### config.mk
export PLATFORM = sky130hd
export DESIGN_NAME = truth_table_sweeper_flat
export DESIGN_NICKNAME = d
export VERILOG_FILES = /design/src/rtl/truth_table_sweeper_if.sv /design/src/rtl/truth_table_sweeper.sv /design/src/flat_wrapper.sv
export SDC_FILE = /design/constraint.sdc
export NUM_CORES = 1
export LEC_CHECK = 0
export ABC_CLOCK_PERIOD_IN_PS = 1600
export CORE_ASPECT_RATIO = 1.5
export CORE_MARGIN = 10
export CORE_UTILIZATION = 48
export CTS_BUF_LIST = sky130_fd_sc_hd__clkbuf_2
export DETAILED_ROUTE_END_ITERATION = 10
export PLACE_DENSITY = 0.83
export SLEW_MARGIN = 15
export SYNTH_ARGS = -nofsm -noshare
export SYNTH_HDL_FRONTEND = slang
export SYNTH_SLANG_ARGS = --single-unit
export TNS_END_PERCENT = 1
### constraint.sdc
create_clock -name clk -period 1.6 [get_ports clk]
set_input_delay 0.32 -clock clk [delete_from_list [all_inputs] [get_ports clk]]
set_output_delay 0.32 -clock clk [all_outputs]
set_load 0.05 [all_outputs]
### src/rtl/truth_table_sweeper_if.sv
// Handshake/result bundle between the truth-table sweeper and its
// function-under-test / downstream consumer.
interface truth_table_sweeper_if #(
    parameter int SEL_W = 3
);
    logic                      start;
    logic                      y_in;
    logic [SEL_W-1:0]          sel;
    logic                      busy;
    logic                      done;
    logic [(1<<SEL_W)-1:0]     table_out;
    logic                      match;
    logic [SEL_W:0]            err_count;
    logic [SEL_W-1:0]          first_bad;

    modport master (
        input  start, y_in,
        output sel, busy, done, table_out,
        output match, err_count, first_bad
    );

    modport slave (
        output start, y_in,
        input  sel, busy, done, table_out,
        input  match, err_count, first_bad
    );
endinterface

### src/rtl/truth_table_sweeper.sv
// Sweeps every select combination into a mux-built function, samples y
// after a settle delay and scores the captured table against EXPECTED.
module truth_table_sweeper #(
    parameter int                    SEL_W    = 3,
    parameter int                    SETTLE   = 2,
    parameter logic [(1<<SEL_W)-1:0] EXPECTED = 8'h96
) (
    input logic                  clk,
    input logic                  rst_n,
    truth_table_sweeper_if.master bus
);
    localparam int N  = 1 << SEL_W;
    localparam int WW = (SETTLE > 1) ? $clog2(SETTLE) : 1;
    localparam logic [WW-1:0]    RELOAD = WW'(SETTLE - 1);
    localparam logic [SEL_W-1:0] LAST   = SEL_W'(N - 1);

    localparam logic [1:0] S_IDLE   = 2'd0;
    localparam logic [1:0] S_SETTLE = 2'd1;
    localparam logic [1:0] S_SAMPLE = 2'd2;
    localparam logic [1:0] S_DONE   = 2'd3;

    logic [1:0]       state_q, state_d;
    logic [SEL_W-1:0] idx_q, idx_d;
    logic [WW-1:0]    wait_q, wait_d;
    logic [SEL_W-1:0] sel_q, sel_d;
    logic             busy_q, busy_d;
    logic             done_q, done_d;
    logic [N-1:0]     table_q, table_d;
    logic             match_q, match_d;
    logic [SEL_W:0]   err_q, err_d;
    logic [SEL_W-1:0] fb_q, fb_d;

    always_comb begin
        state_d = state_q;
        idx_d   = idx_q;
        wait_d  = wait_q;
        sel_d   = sel_q;
        busy_d  = busy_q;
        done_d  = 1'b0;
        table_d = table_q;
        match_d = match_q;
        err_d   = err_q;
        fb_d    = fb_q;
        unique case (state_q)
            S_IDLE: begin
                sel_d  = '0;
                busy_d = 1'b0;
                if (bus.start) begin
                    state_d = S_SETTLE;
                    idx_d   = '0;
                    wait_d  = RELOAD;
                    busy_d  = 1'b1;
                    table_d = '0;
                    err_d   = '0;
                    fb_d    = '0;
                    match_d = 1'b0;
                end
            end
            S_SETTLE: begin
                if (wait_q == '0) state_d = S_SAMPLE;
                else wait_d = wait_q - WW'(1);
            end
            S_SAMPLE: begin
                table_d[idx_q] = bus.y_in;
                if (bus.y_in != EXPECTED[idx_q]) begin
                    err_d = err_q + (SEL_W+1)'(1);
                    // Only the first miss of a sweep records its index
                    if (err_q == '0) fb_d = idx_q;
                end
                if (idx_q == LAST) begin
                    state_d = S_DONE;
                    busy_d  = 1'b0;
                    sel_d   = '0;
                end else begin
                    state_d = S_SETTLE;
                    idx_d   = idx_q + SEL_W'(1);
                    sel_d   = idx_q + SEL_W'(1);
                    wait_d  = RELOAD;
                end
            end
            S_DONE: begin
                state_d = S_IDLE;
                done_d  = 1'b1;
                match_d = (err_q == '0);
            end
            default: state_d = S_IDLE;
        endcase
    end

    always_ff @(posedge clk) begin
        if (!rst_n) begin
            state_q <= S_IDLE;
            idx_q   <= '0;
            wait_q  <= '0;
            sel_q   <= '0;
            busy_q  <= 1'b0;
            done_q  <= 1'b0;
            table_q <= '0;
            match_q <= 1'b0;
            err_q   <= '0;
            fb_q    <= '0;
        end else begin
            state_q <= state_d;
            idx_q   <= idx_d;
            wait_q  <= wait_d;
            sel_q   <= sel_d;
            busy_q  <= busy_d;
            done_q  <= done_d;
            table_q <= table_d;
            match_q <= match_d;
            err_q   <= err_d;
            fb_q    <= fb_d;
        end
    end

    assign bus.sel       = sel_q;
    assign bus.busy      = busy_q;
    assign bus.done      = done_q;
    assign bus.table_out = table_q;
    assign bus.match     = match_q;
    assign bus.err_count = err_q;
    assign bus.first_bad = fb_q;
endmodule

### src/flat_wrapper.sv
// flat-port wrapper written by rule: the top's interface ports become plain ports
module truth_table_sweeper_flat 
#(
    parameter int                    SEL_W    = 3,
    parameter int                    SETTLE   = 2,
    parameter logic [(1<<SEL_W)-1:0] EXPECTED = 8'h96
)
  (clk, rst_n, bus_start, bus_y_in, bus_sel, bus_busy, bus_done, bus_table_out, bus_match, bus_err_count, bus_first_bad);
  truth_table_sweeper_if #(.SEL_W(SEL_W)) bus_i ();
  input logic clk;
  input logic rst_n;
  input wire logic [$bits(bus_i.start)-1:0] bus_start;
  input wire logic [$bits(bus_i.y_in)-1:0] bus_y_in;
  output wire logic [$bits(bus_i.sel)-1:0] bus_sel;
  output wire logic [$bits(bus_i.busy)-1:0] bus_busy;
  output wire logic [$bits(bus_i.done)-1:0] bus_done;
  output wire logic [$bits(bus_i.table_out)-1:0] bus_table_out;
  output wire logic [$bits(bus_i.match)-1:0] bus_match;
  output wire logic [$bits(bus_i.err_count)-1:0] bus_err_count;
  output wire logic [$bits(bus_i.first_bad)-1:0] bus_first_bad;
  assign bus_i.start = bus_start;
  assign bus_i.y_in = bus_y_in;
  assign bus_sel = bus_i.sel;
  assign bus_busy = bus_i.busy;
  assign bus_done = bus_i.done;
  assign bus_table_out = bus_i.table_out;
  assign bus_match = bus_i.match;
  assign bus_err_count = bus_i.err_count;
  assign bus_first_bad = bus_i.first_bad;
  truth_table_sweeper #(.SEL_W(SEL_W), .SETTLE(SETTLE), .EXPECTED(EXPECTED)) u_core (.clk(clk), .rst_n(rst_n), .bus(bus_i));
endmodule
==> results.sh, run 1 <==
export IMPL_status="complete, no violations"
export IMPL_rsz0062_at_grt="true"
export IMPL_ys_seq_area_frac=0.407
export IMPL_synthArstFlopShare=0
export IMPL_hold_class="flip-flop to flip-flop"
export IMPL_fin_crit_ps=1590
export IMPL_worst_pin_slew_ps=339
export IMPL_fin_skew_ps=13.7
export IMPL_cp_start_kind="flip-flop"
export IMPL_syn_nets=169
export IMPL_fin_cells=235
export IMPL_cts_path_max_buffers=2
export IMPL_cp_required_ps=1910
export IMPL_finalNetCount=207
export IMPL_reg2reg_slack_ps=8
export IMPL_clock_sinks=28
export IMPL_ios=25
export IMPL_vias_per_cell=5.48
export IMPL_cts_htree_levels=1
export IMPL_ys_ff_latch=28
export IMPL_grt_pass1_vias=1271
export IMPL_totalPowerFinal_uw=1230
export IMPL_drtIter0Drc=36
export IMPL_port_buffers=24
export IMPL_utilization=0.673
export IMPL_fin_crit_sh=0.995
export IMPL_startpoint="u_core.idx_q[1]$_SDFFE_PN0N_"
export IMPL_antenna_cells=0
export IMPL_hold_viol=0
export IMPL_crit_path_max_incr_delay_ps=400
export IMPL_path_cells="ha_2 -> ha_4 -> nor2_4 -> mux2_2 -> a22oi_1 -> nor2b_1 -> xnor2_1"
export IMPL_area_delta_synth_final_pct=32.3
export IMPL_peakVddDrop_mv=0.555
export IMPL_ys_flop_type="dfxtp_1"
export IMPL_wire_per_inst_um=14.1
export IMPL_die_x_um=63.7
export IMPL_cts_tree="built"
export IMPL_grt_pass1_wl_um=5690
export IMPL_die_h_um=85.6
export IMPL_core_mm2=0.00271
export IMPL_powerDensity_mw_per_mm2=675
export IMPL_relSlewSlack=0.774
export IMPL_synth_top_cell_area_share=0.407
export IMPL_drc=0
export IMPL_dr_total_vias=1287
export IMPL_drt_first_pass_iters=4
export IMPL_cp_arrival_ps=1900
export IMPL_synth_edff_count=0
export IMPL_die_area_mm2=0.00545
export IMPL_p_sw_frac=0.288
export IMPL_p_clk_frac=0.212
export IMPL_seqPwrFrac=0.597
export IMPL_max_freq_ghz=0.628
export IMPL_yosys_top_cells_area="dfxtp_1, nand3_1, a21boi_1, nor2b_1, nand4_1"
export IMPL_grt_max_degree=17
export IMPL_grt_usage=0.125
export IMPL_antenna_found_initial=0
export IMPL_start_util=0.509
export IMPL_drive_above_1_share=0.298
export IMPL_crit_fanout=7
export IMPL_cts_root_buf="clkbuf_2"
export IMPL_drv_cap=0
export IMPL_power_internal_uw=875
export IMPL_numCtsBuffers=3
export IMPL_clock_latency_ps=370
export IMPL_numPlacedInstances=230
export IMPL_r2r_start="u_core.idx_q[1]$_SDFFE_PN0N_"
export IMPL_postSynthCellCount=161
export IMPL_clkTransAtPathRegs_ps=260
export IMPL_endpoint_kind="flip-flop"
export IMPL_setup_viol_count_final=0
export IMPL_wirelength_um=3310
export IMPL_placementRows=23
export IMPL_crit_path_top_delay_cell="dfxtp_2"
export IMPL_synth_top_area_cell="dfxtp_1"
export IMPL_dpl_hpwl_um=2560
export IMPL_leakage_uw=0.000711
export IMPL_report_final_slew_viol_count=0
export IMPL_combPwrFrac=0.191
export IMPL_ant_nets=0
export IMPL_rr_worst_depth=7
export IMPL_syn_cell_area_mm2=0.00138
export IMPL_syn_area_per_cell_um2=8.55
export IMPL_ctsHoldBuffers=0
export IMPL_yosys_cell_types_count=33
export IMPL_ys_warn_count=0
export IMPL_p_switching_uw=354
export IMPL_crit_type="flip-flop to flip-flop"
export IMPL_globalplace_congestion=0.862
export IMPL_overflow=0
==> synthesized netlist by cell type (2+ instances only) <==
| master | n |
|---|---|
| nand4_1 | 9 |
| dfxtp_1 | 28 |
| clkbuf_1 | 4 |
| xor2_1 | 2 |
| nor3b_1 | 3 |
| inv_1 | 3 |
| o21ai_0 | 5 |
| nand2_1 | 11 |
| a21oi_1 | 4 |
| buf_2 | 6 |
| nand3_1 | 22 |
| xnor2_1 | 2 |
| a22oi_1 | 3 |
| nor2_1 | 8 |
| nor2b_1 | 12 |
| and3_1 | 2 |
| ha_1 | 4 |
| and2_1 | 6 |
| o21ai_1 | 3 |
| a21boi_1 | 11 |
==> power by group through the flow <==
stage          clock, µW  combinational [µW]  sequential, µW
5_1_grt              305                 256             737
4_1_cts              272                 229             732
3_5_place_dp           0                 228             744
2_1_floorplan          0                 133             761
3_3_place_gp           0                 219             744
6_report             261                 234             733
==> metal layers <==
| layer | vias up | share of wire | track usage |
|---|---|---|---|
| met5 | - | 0 | 0 |
| met4 | 0 | 0.022 | 0.0619 |
| met2 | 33 | 0.54 | 0.231 |
| met3 | 9 | 0.059 | 0.0365 |
| li1 | 637 | - | - |
| met1 | 608 | 0.38 | 0.121 |
==> worst min path at each step <==
stage,start,endpoint,cells after the start
3_3_place_gp,u_core.bus.table_out[0]$_SDFFE_PN0P_,u_core.bus.table_out[0]$_SDFFE_PN0P_,2
6_report,u_core.bus.table_out[2]$_SDFFE_PN0P_,u_core.bus.table_out[2]$_SDFFE_PN0P_,2
4_1_cts,u_core.bus.table_out[5]$_SDFFE_PN0P_,u_core.bus.table_out[5]$_SDFFE_PN0P_,2
2_1_floorplan,rst_n,u_core.bus.table_out[0]$_SDFFE_PN0P_,1
3_5_place_dp,u_core.bus.table_out[5]$_SDFFE_PN0P_,u_core.bus.table_out[5]$_SDFFE_PN0P_,2
5_1_grt,u_core.bus.table_out[5]$_SDFFE_PN0P_,u_core.bus.table_out[5]$_SDFFE_PN0P_,2
==> cell usage in the layout, fill, tap and decap left out, types with 2 or more instances in the layout <==
master	count
buf_12	5
a22oi_1	3
nand3_1	21
dfxtp_2	2
o21ai_0	5
a21oi_1	4
nor2_1	8
xor2_1	2
clkdlybuf4s50_1	3
and2_1	6
buf_4	37
inv_1	3
clkbuf_2	3
ha_1	2
nor3b_1	2
o21ai_1	3
a21boi_1	11
and3_1	2
nand2_1	11
nand4_1	9
xnor2_1	2
nor2b_1	11
dfxtp_1	26
==> what timing repair did <==
item                                    CTS  global route
setup buffers                             0             1
gates resized for setup                   5             4
endpoints found under the setup margin    3             5
pin swaps                                 1             2
==> cells by family (layout without fill, tap and decap cells) <==
group                    Yosys count  count (layout)  share of synthesized area
XOR/XNOR                           4               4                     0.0255
AND/OR/NAND/NOR                   76              76                      0.294
adder cells (fa/ha/maj)            4               4                     0.0364
multiplexers                       1               1                    0.00818
AO/OA/AOI/OAI                     33              33                      0.175
buffers and inverters             15              52                     0.0545
flip-flops                        28              28                      0.407
==> registers in the layout, indices dropped and copies added (netlist names), named ones only <==
name	count
u_core.bus.done	1
u_core.bus.sel	3
u_core.state_q	2
u_core.idx_q	3
u_core.bus.err_count	4
u_core.bus.first_bad	3
u_core.bus.busy	1
u_core.wait_q	1
u_core.bus.match	1
u_core.bus.table_out	8
==> per-stage QoR <==
step                instance area, µm²  setup WS [ps]  hold WS [ps]  setup TNS [ps]
floorplan                         1380          -8.09           473           -24.3
global placement                  1760          -95.2           455            -589
detailed placement                1760           -153           461           -1330
CTS                               1800          -7.19           488           -7.19
global route                      1820          -86.3           510           -86.3
finish                            1820           7.54           484               0
==> final cells by class <==
class,instances,area (µm²)
sequential,28,563
tap,37,46.3
timing repair buffer,45,408
fill,235,885
multi-input combinational,118,773
clock buffer,3,15.0
inverter,3,11.3
clock inverter,1,3.75
==> worst max-delay path: cells and delay by family (launching register included) <==
| kind | cells | cell delay, ps |
|---|---|---|
| fa+ha+maj | 2 | 380 |
| xor+xnor | 1 | 130 |
| compound gates | 1 | 210 |
| simple gates | 2 | 150 |
| flops | 1 | 400 |
| mux | 1 | 270 |
Note: power is estimated with default switching activity, not from simulation.
==> run 2: changes to the inputs <==
CORE_ASPECT_RATIO = default   (was 1.5)
CORE_MARGIN = default   (was 10)
==> results.sh, run 2 (synthesis results as in run 1) <==
export IMPL_drc=0
export IMPL_powerDensity_mw_per_mm2=768
export IMPL_utilization=0.667
export IMPL_totalPowerFinal_uw=1400
export IMPL_cp_start_kind="flip-flop"
export IMPL_grt_max_degree=17
export IMPL_crit_path_max_incr_delay_ps=400
export IMPL_fillCellCount=223
export IMPL_ant_nets=0
export IMPL_port_buffers=24
export IMPL_layout_setup_ws_ps=39.8
export IMPL_fin_crit_sh=0.975
export IMPL_dpl_hpwl_um=2190
export IMPL_largest_reg_flops=8
export IMPL_grt_pass1_vias=1183
export IMPL_drt_first_pass_iters=4
export IMPL_path_cells="ha_4 -> ha_4 -> and3_1 -> a221oi_4 -> nand2_1 -> nand3_2 -> xnor2_1"
export IMPL_wire_per_inst_um=13.7
export IMPL_ios=25
export IMPL_hold_class="flip-flop to flip-flop"
export IMPL_stdcell_area_mm2=0.00182
export IMPL_pre_cts_slack_ps=-159
export IMPL_fin_cells=227
export IMPL_numCtsBuffers=3
export IMPL_peakVddDrop_mv=0.542
export IMPL_start_util=0.503
export IMPL_leakage_uw=0.000712
export IMPL_ctsHoldBuffers=0
export IMPL_worst_pin_slew_ps=485
export IMPL_placementRows=19
export IMPL_grt_pass1_wl_um=4970
export IMPL_hold_viol=0
export IMPL_crit_type="flip-flop to flip-flop"
export IMPL_area_delta_synth_final_pct=32.5
export IMPL_cp_required_ps=1940
export IMPL_drv_cap=0
export IMPL_clock_latency_ps=380
export IMPL_antenna_cells=0
export IMPL_clkTransAtPathRegs_ps=270
export IMPL_die_h_um=55.5
export IMPL_relSlewSlack=0.677
export IMPL_core_mm2=0.00273
export IMPL_crit_fanout=7
export IMPL_globalplace_congestion=0.840
export IMPL_crit_path_top_delay_cell="dfxtp_2"
export IMPL_mostFrequentLayoutCells="buf_4, dfxtp_1, nand3_1"
export IMPL_report_final_slew_viol_count=0
export IMPL_grt_usage=0.198
export IMPL_fin_skew_ps=11.7
export IMPL_vias_per_cell=5.63
export IMPL_die_x_um=55.5
export IMPL_overflow=0
export IMPL_cts_root_buf="clkbuf_2"
export IMPL_clock_sinks=28
export IMPL_cts_htree_levels=1
export IMPL_placed_area_mm2=0.00171
export IMPL_drive_above_1_share=0.296
export IMPL_endpoint_kind="flip-flop"
export IMPL_cts_tree="built"
export IMPL_drtIter0Drc=37
export IMPL_dr_total_vias=1279
export IMPL_status="complete, no violations"
export IMPL_fin_crit_ps=1560
export IMPL_cp_arrival_ps=1900
export IMPL_cpMostUsedCell="ha_4"
export IMPL_finalNetCount=205
export IMPL_max_freq_ghz=0.641
export IMPL_numPlacedInstances=222
export IMPL_setup_viol_count_final=0
export IMPL_cp_top_family="simple AND/OR/NAND/NOR gates"
export IMPL_wirelength_um=3120
export IMPL_die_area_mm2=0.00309
export IMPL_antenna_found_initial=0
export IMPL_cts_path_max_buffers=2
export IMPL_path_buf_inv=0
export IMPL_layout_cells_most_common="buf_4"
-- run 2: changes by cell type in the layout (fill, tap and decap cells not counted), sizes merged --
cell / before / now
clkinv: 1 / 0
bufinv: 0 / 1
buf: 42 / 40
-- run 2: final cells by class --
type	count	area (µm²)	share of cell area
Multi-Input combinational cell	118	797	0.437
Sequential cell	28	563	0.309
Timing Repair Buffer	43	368	0.202
Tap cell	31	38.8	0.0213
Clock inverter	1	30.0	0.0165
Clock buffer	3	15.0	0.00824
Inverter	3	11.3	0.00618
-- run 2: worst reg2reg max path, cell delays in order, from the launching register on --
cell and delay, ps:
dfxtp_2 400, ha_4 160, ha_4 180, and3_1 230, a221oi_4 230, nand2_1 110, nand3_2 100, xnor2_1 110
-- run 2: metal layers --
metal	vias up	track usage	wire [µm]
met1	611	0.242	1370
met3	5	0.0281	125
li1	632	-	-
met4	0	0.0857	48
met2	31	0.346	1570
met5	-	0	0
-- run 2: metrics by stage --
step	TNS, ps	hold slack, ps
global route	-37.0	508
CTS	0	489
detailed placement	-1480	461
finish	0	487
global placement	-778	460
floorplan	-24.3	473
-- run 2: power breakdown --
| group | switching (µW) | leakage (µW) | internal [µW] |
|---|---|---|---|
| combinational | 133 | 0.000457 | 96.2 |
| sequential | 18.1 | 0.000228 | 719 |
| clock | 219 | 0.0000266 | 215 |
| total | 370 | 0.000712 | 1030 |
-- run 2: worst paths after layout --
check / start / endpoint / slack (ps) / cells past startpoint
max: u_core.idx_q[0]$_SDFFE_PN0N_ / flip-flop / 40 / 7
min: u_core.bus.table_out[2]$_SDFFE_PN0P_ / u_core.bus.table_out[2]$_SDFFE_PN0P_ / 490 / 2
max reg2reg: u_core.idx_q[0]$_SDFFE_PN0N_ / flip-flop / 40 / 7
min reg2reg: u_core.bus.table_out[2]$_SDFFE_PN0P_ / u_core.bus.table_out[2]$_SDFFE_PN0P_ / 490 / 2
-- run 2: what timing repair did --
item	in CTS	in global routing
gates resized for setup	5	6
pin swaps	2	4
buffers inserted	1	0
endpoints found under the setup margin	2	3
==> run 3: changes to the inputs <==
--- a/constraint.sdc
+++ b/constraint.sdc
@@ -3,2 +3,2 @@
 set_output_delay 0.32 -clock clk [all_outputs]
-set_load 0.05 [all_outputs]
+set_load 0.01 [all_outputs]
==> results.sh, run 3 (synthesis results as in run 1) <==
export IMPL_port_buffers=24
export IMPL_globalplace_congestion=0.866
export IMPL_cts_root_buf="clkbuf_2"
export IMPL_regArea_um2=589
export IMPL_dpl_hpwl_um=2250
export IMPL_powerDensity_mw_per_mm2=745
export IMPL_crit_path_max_incr_delay_ps=400
export IMPL_overflow=0
export IMPL_dr_total_vias=1303
export IMPL_grt_max_degree=17
export IMPL_multiInputGateArea_um2=787
export IMPL_cp_arrival_ps=1930
export IMPL_path_cells="ha_4 -> ha_4 -> and2_4 -> a221oi_4 -> nand2_1 -> nand3_1 -> xnor2_1"
export IMPL_hold_start="u_core.bus.table_out[3]$_SDFFE_PN0P_"
export IMPL_drc=0
export IMPL_relSlewSlack=0.693
export IMPL_ctsHoldBuffers=0
export IMPL_vias_per_cell=5.69
export IMPL_die_x_um=55.5
export IMPL_fin_crit_sh=0.991
export IMPL_r2r_start="u_core.idx_q[0]$_SDFFE_PN0N_"
export IMPL_stdcell_area_mm2=0.00184
export IMPL_status="complete, no violations"
export IMPL_grt_usage=0.209
export IMPL_placed_area_mm2=0.00174
export IMPL_grt_pass1_wl_um=5060
export IMPL_ant_nets=0
export IMPL_met3_usage=0.0234
export IMPL_finalNetCount=207
export IMPL_die_h_um=55.5
export IMPL_setup_viol_count_final=0
export IMPL_grt_met2_usage=0.351
export IMPL_fillCellCount=231
export IMPL_endpoint_kind="flip-flop"
export IMPL_worst_pin_slew_ps=460
export IMPL_antenna_cells=0
export IMPL_clock_sinks=28
export IMPL_cts_htree_levels=1
export IMPL_cts_path_max_buffers=2
export IMPL_cp_required_ps=1950
export IMPL_fin_crit_ps=1590
export IMPL_clkTransAtPathRegs_ps=270
export IMPL_cpMostUsedCell="ha_4"
export IMPL_clock_latency_ps=380
export IMPL_pre_cts_slack_ps=-201
export IMPL_placementRows=19
export IMPL_grt_busiest_layer="met2"
export IMPL_max_freq_ghz=0.631
export IMPL_start_util=0.503
export IMPL_ios=25
export IMPL_crit_fanout=3
export IMPL_grtUsageMet1=0.257
export IMPL_largest_reg_flops=8
export IMPL_report_final_slew_viol_count=0
export IMPL_antenna_found_initial=0
export IMPL_core_mm2=0.00273
export IMPL_drv_cap=0
export IMPL_fin_skew_ps=24.1
export IMPL_crit_type="flip-flop to flip-flop"
export IMPL_drive_above_1_share=0.303
export IMPL_peakVddDrop_mv=0.791
export IMPL_cts_tree="built"
export IMPL_drtIter0Drc=49
export IMPL_mostFrequentLayoutCells="dfxtp_2, nand3_1, dlygate4sd2_1, buf_4"
export IMPL_wire_per_inst_um=13.9
export IMPL_hold_viol=0
export IMPL_grt_pass1_vias=1158
export IMPL_drt_first_pass_iters=4
export IMPL_totalPowerFinal_uw=1370
export IMPL_layout_setup_ws_ps=14.2
export IMPL_area_delta_synth_final_pct=33.9
export IMPL_crit_path_top_delay_cell="dfxtp_2"
export IMPL_cp_start_kind="flip-flop"
export IMPL_layout_cells_most_common="dfxtp_2"
export IMPL_hold_class="flip-flop to flip-flop"
export IMPL_wirelength_um=3170
export IMPL_die_area_mm2=0.00309
export IMPL_startpoint="u_core.idx_q[0]$_SDFFE_PN0N_"
export IMPL_leakage_uw=0.000780
export IMPL_numCtsBuffers=3
-- run 3: changes by cell type in the layout (fill, tap and decap cells not counted), sizes merged --
cell / change
dlygate4sd2: +21
buf: -19
-- run 3: timing repair --
item | CTS | global route
resized for setup | 42 | 10
pin swaps | 0 | 5
endpoints found under the setup margin | 23 | 4
setup buffers | 2 | 0
-- run 3: final timing paths --
check                                              end  slack [ps]  cells after the start
setup reg to reg                             flip-flop          10                      7
hold reg to reg   u_core.bus.table_out[3]$_SDFFE_PN0P_         480                      2
setup / recovery                             flip-flop          10                      7
hold / removal    u_core.bus.table_out[3]$_SDFFE_PN0P_         480                      2
-- run 3: layer usage --
| layer | wire length, µm | up-vias |
|---|---|---|
| li1 | - | 641 |
| met1 | 1340 | 611 |
| met2 | 1600 | 42 |
| met3 | 139 | 9 |
| met4 | 87 | 0 |
| met5 | 0 | - |
-- run 3: stage by stage --
| step | cells | hold WS (ps) | util | setup TNS (ps) |
|---|---|---|---|---|
| floorplan | 161 | 473 | - | 0 |
| global placement | 223 | 457 | 0.635 | -820 |
| detailed placement | 223 | 459 | 0.635 | -1440 |
| CTS | 229 | 481 | 0.657 | -68.8 |
| global route | 229 | 497 | 0.674 | -69.0 |
| finish | 229 | 480 | 0.674 | 0 |
-- run 3: power by group --
part | internal, µW | switching, µW
combinational | 95.6 | 114
sequential | 718 | 16.9
clock | 215 | 214
-- run 3: layout make-up --
cell class / count / area share
multi-input combinational: 118 / 0.427
inverter: 3 / 0.00611
sequential: 28 / 0.320
timing repair buffer: 45 / 0.202
tap: 31 / 0.0210
clock inverter: 1 / 0.0163
clock buffer: 3 / 0.00815
-- run 3: critical path: cells and delay by family, from the launching register on --
family,cells,cell delay (ps)
AOI/OAI and AO/OA,1,270
adders and majority gates,2,380
xor gates and xnor gates,1,130
and+or+nand+nor,3,370
DFF,1,400
